## config.mk

```make
export PLATFORM = sky130hd
export DESIGN_NAME = fifo_wr_arbiter
export DESIGN_NICKNAME = d
export VERILOG_FILES = /design/src/rtl/fifo_wr_arbiter_pkg.sv /design/src/rtl/fifo_wr_arbiter_rr_pick.sv /design/src/rtl/fifo_wr_arbiter.sv
export SDC_FILE = /design/constraint.sdc
export NUM_CORES = 1
export LEC_CHECK = 0
export BUFFER_PORTS_ARGS = -buffer_cell sky130_fd_sc_hd__clkbuf_2
export CORE_UTILIZATION = 36
export CTS_CLUSTER_DIAMETER = 100
export DETAILED_ROUTE_END_ITERATION = 16
export HOLD_SLACK_MARGIN = 0.03
export PLACE_DENSITY = 0.74
export SLEW_MARGIN = 10
export SYNTH_ARGS = -nofsm -noshare
export SYNTH_HDL_FRONTEND = slang
export SYNTH_HIERARCHICAL = 1
export SYNTH_SLANG_ARGS = --single-unit
```

## constraint.sdc

```tcl
create_clock -name clk -period 1.6 [get_ports clk]
set_input_delay 0 -clock clk [delete_from_list [all_inputs] [get_ports clk]]
set_output_delay 0 -clock clk [all_outputs]
set_load 0.02 [all_outputs]
```

## src/rtl/fifo_wr_arbiter_pkg.sv

```systemverilog
// Shared types and helpers for the FIFO write-port arbiter.
// Holds the FSM state encoding and the index wrap used by the round-robin search.
package fifo_arb_pkg;

   typedef enum logic {ARB_IDLE, ARB_GRANT} arb_state_t;

   // Single-step wrap; callers never pass idx >= 2*n.
   function automatic int rr_wrap(input int idx, input int n);
      return (idx >= n) ? idx - n : idx;
   endfunction

endpackage

```

## src/rtl/fifo_wr_arbiter_rr_pick.sv

```systemverilog
// Round-robin search: finds the first set request bit at or after ptr, wrapping upward.
// Purely combinational; found is high whenever any request is present.
module rr_pick
   import fifo_arb_pkg::*;
#(
   parameter int NREQ = 4,
   parameter int IW   = $clog2(NREQ)
) (
   input  logic [NREQ-1:0] req,
   input  logic [IW-1:0]   ptr,
   output logic            found,
   output logic [IW-1:0]   idx
);

   logic [IW-1:0] cand;

   // Scan from the farthest offset down so the nearest hit to ptr is written last.
   always_comb begin
      idx  = '0;
      cand = '0;
      for (int k = NREQ - 1; k >= 0; k--) begin
         cand = IW'(rr_wrap(int'(ptr) + k, NREQ));
         if (req[cand]) idx = cand;
      end
   end

   assign found = |req;

endmodule

```

## src/rtl/fifo_wr_arbiter.sv

```systemverilog
// Round-robin arbiter sharing one FIFO write port among NREQ producers.
// Grants are bounded to MAX_BURST writes and always end with a single IDLE cycle.
module fifo_wr_arbiter
   import fifo_arb_pkg::*;
#(
   parameter int NREQ      = 4,
   parameter int WIDTH     = 8,
   parameter int MAX_BURST = 4
) (
   input  logic                      clk,
   input  logic                      rst,
   input  logic [NREQ-1:0]           req,
   input  logic [NREQ*WIDTH-1:0]     din_flat,
   output logic [NREQ-1:0]           ack,
   output logic [WIDTH-1:0]          fifo_din,
   output logic                      fifo_wr_en,
   input  logic                      fifo_full,
   output logic [$clog2(NREQ)-1:0]   grant_id,
   output logic                      busy
);

   localparam int IW = $clog2(NREQ);
   localparam int BW = $clog2(MAX_BURST + 1);

   arb_state_t    state;
   logic [IW-1:0] rr_ptr;
   logic [BW-1:0] burst_cnt;
   logic          pick_found;
   logic [IW-1:0] pick_idx;
   logic          req_g;
   logic          wr;
   logic          last_beat;
   logic [IW-1:0] next_ptr;

   rr_pick #(.NREQ(NREQ), .IW(IW)) u_pick (
      .req   (req),
      .ptr   (rr_ptr),
      .found (pick_found),
      .idx   (pick_idx)
   );

   // Handshake: req[i] acts as valid with data on slice i; ack[i] is the ready/transfer
   // strobe, so a word moves exactly in cycles where req[i] & ack[i], and the producer
   // may only change its slice after such a cycle.
   assign req_g      = req[grant_id];
   assign wr         = (state == ARB_GRANT) && req_g && !fifo_full && !rst;
   assign fifo_wr_en = wr;
   assign ack        = wr ? (NREQ'(1) << grant_id) : '0;
   assign fifo_din   = din_flat[int'(grant_id)*WIDTH +: WIDTH];
   assign busy       = (state == ARB_GRANT);
   assign last_beat  = (burst_cnt == BW'(MAX_BURST - 1));
   assign next_ptr   = IW'(rr_wrap(int'(grant_id) + 1, NREQ));

   always_ff @(posedge clk) begin
      if (rst) begin
         state     <= ARB_IDLE;
         rr_ptr    <= '0;
         grant_id  <= '0;
         burst_cnt <= '0;
      end else if (state == ARB_IDLE) begin
         if (pick_found) begin
            grant_id  <= pick_idx;
            burst_cnt <= '0;
            state     <= ARB_GRANT;
         end
      end else begin
         if (wr) burst_cnt <= burst_cnt + BW'(1);
         // Release on a dropped request (even while stalled) or on the final beat.
         if (!req_g || (wr && last_beat)) begin
            state  <= ARB_IDLE;
            rr_ptr <= next_ptr;
         end
      end
   end

endmodule

```

==> metrics.md <==
| Metric | Value |
|---|---|
| FFs w/ async S/R, synth | `0` |
| Initial core utilization | `0.394` |
| Full die area | `2380 um^2` |
| Final number of max-transition violations | `0` |
| Crit path max fanout | `3` |
| HP Class | `primary input to flop` |
| Most frequent cells after synthesis | `nor2_1, dfxtp_1, mux4_2` |
| Count leader, synth | `nor2_1` |
| Ant. Diodes | `0` |
| Root cell of the clock tree | `clkbuf_4` |
| CTS H-tree depth | `1` |
| Setup violators final | `0` |
| Standard-cell rows | `16` |
| Mean Syn Cell Area | `10.7 um^2` |
| Fmax | `0.656 GHz` |
| Arr. time, crit path | `1.68 ns` |
| Area delta synth->final | `46.6%` |
| Overflow after GRT | `0` |
| Clk slew on worst S/H paths | `0.07 ns` |
| Clock Sink Count | `8` |
| Port-buffer cells | `54` |
| Routability congestion estimate | `0.741` |
| Setup_tns | `0 ns` |
| Residual DRC | `0` |
| Max-slew headroom | `0.812` |
| Final period util | `0.953` |
| Setup Crit Path Kind | `flop to flop` |
| Syn Inst Count | `74` |
| Largest net degree at the start of global routing | `13` |
| 1st-iter DRT viols | `4` |
| Post-route antenna net violation count | `0` |
| Warnings, synthesis | `6` |
| Cell accounting for the most synthesized area | `mux4_2` |
| Layout Cells excl Fill | `160` |
| Top Ports | `55` |
| Power Density | `615 nW/um^2` |
| Max Cap Viol | `0` |
| Area contributors post-synth | `mux4_2, dfxtp_1, ha_1` |
| Maximum vdd drop | `0.339 mV` |
| Post-synth top flop | `dfxtp_1` |
| RSZ-0062 raised after global routing | `no` |
| Die H | `48.8 um` |
| Nets | `180` |
| CP dominant cell by count | `ha_1` |
| CP Capture Type | `flop` |
| Lkg Pwr | `0.566 nW` |
| Crit path launch type | `flop` |
| First-pass GRT wire length | `3.46 mm` |
| Buffer depth of the longest clock path | `2` |
| Worst Tran Pin Value | `0.276 ns` |
| Final-report hold violation count | `0` |
| Layout cells sized above 1 | `0.609` |
| Worst path buffer plus inverter count | `0` |
| Post-synthesis register bit count | `8` |
| Post-route design area | `1160 um^2` |
| Gr usage total | `0.191` |
| Max incr delay on CP | `0.35 ns` |
| CP max-delay cell | `mux2_1` |
| HPWL after detailed placement | `1.78 mm` |
| DP Cell Count | `156` |
| Post-layout util | `0.578` |
| Final Critical Period | `1.52 ns` |
| CTS Hold Bufs | `0` |
| Clock Skews | `0.0111 ns` |
| Final wirelength | `2.13 mm` |
| Post-Synthesis Cell Area | `790 um^2` |
| Dpl cell area | `1110 um^2` |
| Post-Syn Nets | `119` |
| Chip width | `48.8 um` |
| Status | `completed` |
| TritonCTS buffer count | `3` |
| Post-DR vias/cell | `5.04` |
| Register area share after synthesis | `0.203` |
| Post-synth top area share | `0.228` |
| Number of synthesized flops with an enable pin | `0` |
| WP data required | `1.76 ns` |
| Worst path cell trace | `ha_1 > ha_1 > and3_1 > a311oi_2 > mux2_1` |
| Delay-heaviest family, CP | `adder cells` |
| Antenna violations before repair | `0` |
| Routed via count | `807` |
| CTS tree | `built` |
| Worst-skew pair later-pin latency | `0.27 ns` |
| Synth unique cells | `27` |
| Vias in the first global route | `838` |
| DRT Pass-1 Iters | `3` |
| Area of the core | `2000 um^2` |
| Routed WL per cell | `13.3 um` |
-- area by class of cell --
class / count / area, um^2
Clock buffer: 3 / 22.5
Fill cell: 189 / 845
Inverter: 3 / 11.3
Multi-Input combinational cell: 59 / 607
Sequential cell: 8 / 165
Tap cell: 27 / 33.8
Timing Repair Buffer: 60 / 318
-- power by group --
part           internal, mW  switching [mW]  total (mW)
sequential            0.213          0.0164       0.229
clock                0.0867          0.0834       0.170
combinational         0.157           0.155       0.312
total                 0.457           0.255       0.711
-- flip-flops by register name (all words and copies together) (netlist names) --
signal	flops
burst_cnt	3
busy	1
grant_id	2
rr_ptr	2
-- placed cells by master, fill, tap and decap left out --
| master | instances |
|---|---|
| dfxtp_2 | 1 |
| a211oi_1 | 1 |
| and3_1 | 1 |
| mux4_2 | 8 |
| a311oi_2 | 1 |
| a21oi_1 | 1 |
| nand3b_1 | 2 |
| nor2_1 | 9 |
| nor2_4 | 1 |
| nand2_1 | 3 |
| clkbuf_4 | 4 |
| mux2i_2 | 1 |
| a211oi_2 | 1 |
| inv_1 | 3 |
| a211oi_4 | 1 |
| mux2i_1 | 6 |
| nor2b_1 | 1 |
| nor3b_2 | 1 |
| ha_1 | 6 |
| and2_1 | 4 |
| mux2_4 | 2 |
| mux2_1 | 1 |
| dfxtp_1 | 6 |
| nand2b_1 | 5 |
| nor3b_1 | 2 |
| buf_4 | 6 |
| clkbuf_2 | 53 |
| and3b_1 | 1 |
| dfxtp_4 | 1 |
-- final timing paths --
path	cells past startpoint	to	startpoint	slack, ns
setup reg to reg	5	rr_ptr[0]$_SDFFE_PP0P_	burst_cnt[0]$_SDFFE_PP0P_	0.08
hold / removal	2	grant_id[1]$_SDFFE_PP0P_	rst	0.03
setup / recovery	5	rr_ptr[0]$_SDFFE_PP0P_	burst_cnt[0]$_SDFFE_PP0P_	0.08
hold reg to reg	1	burst_cnt[0]$_SDFFE_PP0P_	burst_cnt[0]$_SDFFE_PP0P_	0.48
-- layer usage --
layer / track usage / wire [um] / vias up
li1: - / - / 387
met2: 0.382 / 1240 / 38
met4: 0.118 / 36 / 0
met5: 0 / 0 / -
met3: 0.0374 / 150 / 4
met1: 0.172 / 709 / 378
-- worst register-to-register path, stage by stage, from the launching register on --
cell and delay, ns:
dfxtp_1 0.32, ha_1 0.20, ha_1 0.17, and3_1 0.15, a311oi_2 0.24, mux2_1 0.35
-- timing repair --
action,CTS,global route
endpoints found under the setup margin,4,5
hold endpoints to repair,0,0
resized for setup,4,1
setup buffers,2,0
pin swaps,1,2
-- stage by stage --
step	hold slack (ns)	power, mW	setup slack, ns
after floorplan	0.207	0.425	0.00268
after global placement	0.312	0.527	0.0653
after detailed placement	0.320	0.539	0.0160
after CTS	0.0322	0.715	0.0112
after global routing	0.0429	0.756	0.0143
final	0.0304	0.711	0.0755
-- cell families (layout without fill, tap and decap cells) --
group / Yosys count / in the layout / share of synthesized area
AOI/OAI and AO/OA: 5 / 5 / 0.0761
muxes: 18 / 18 / 0.369
buffers and inverters: 7 / 66 / 0.0396
DFF: 8 / 8 / 0.203
adders and majority gates: 6 / 6 / 0.0951
and+or+nand+nor: 30 / 30 / 0.217
Power figures use the tool's default switching activity.
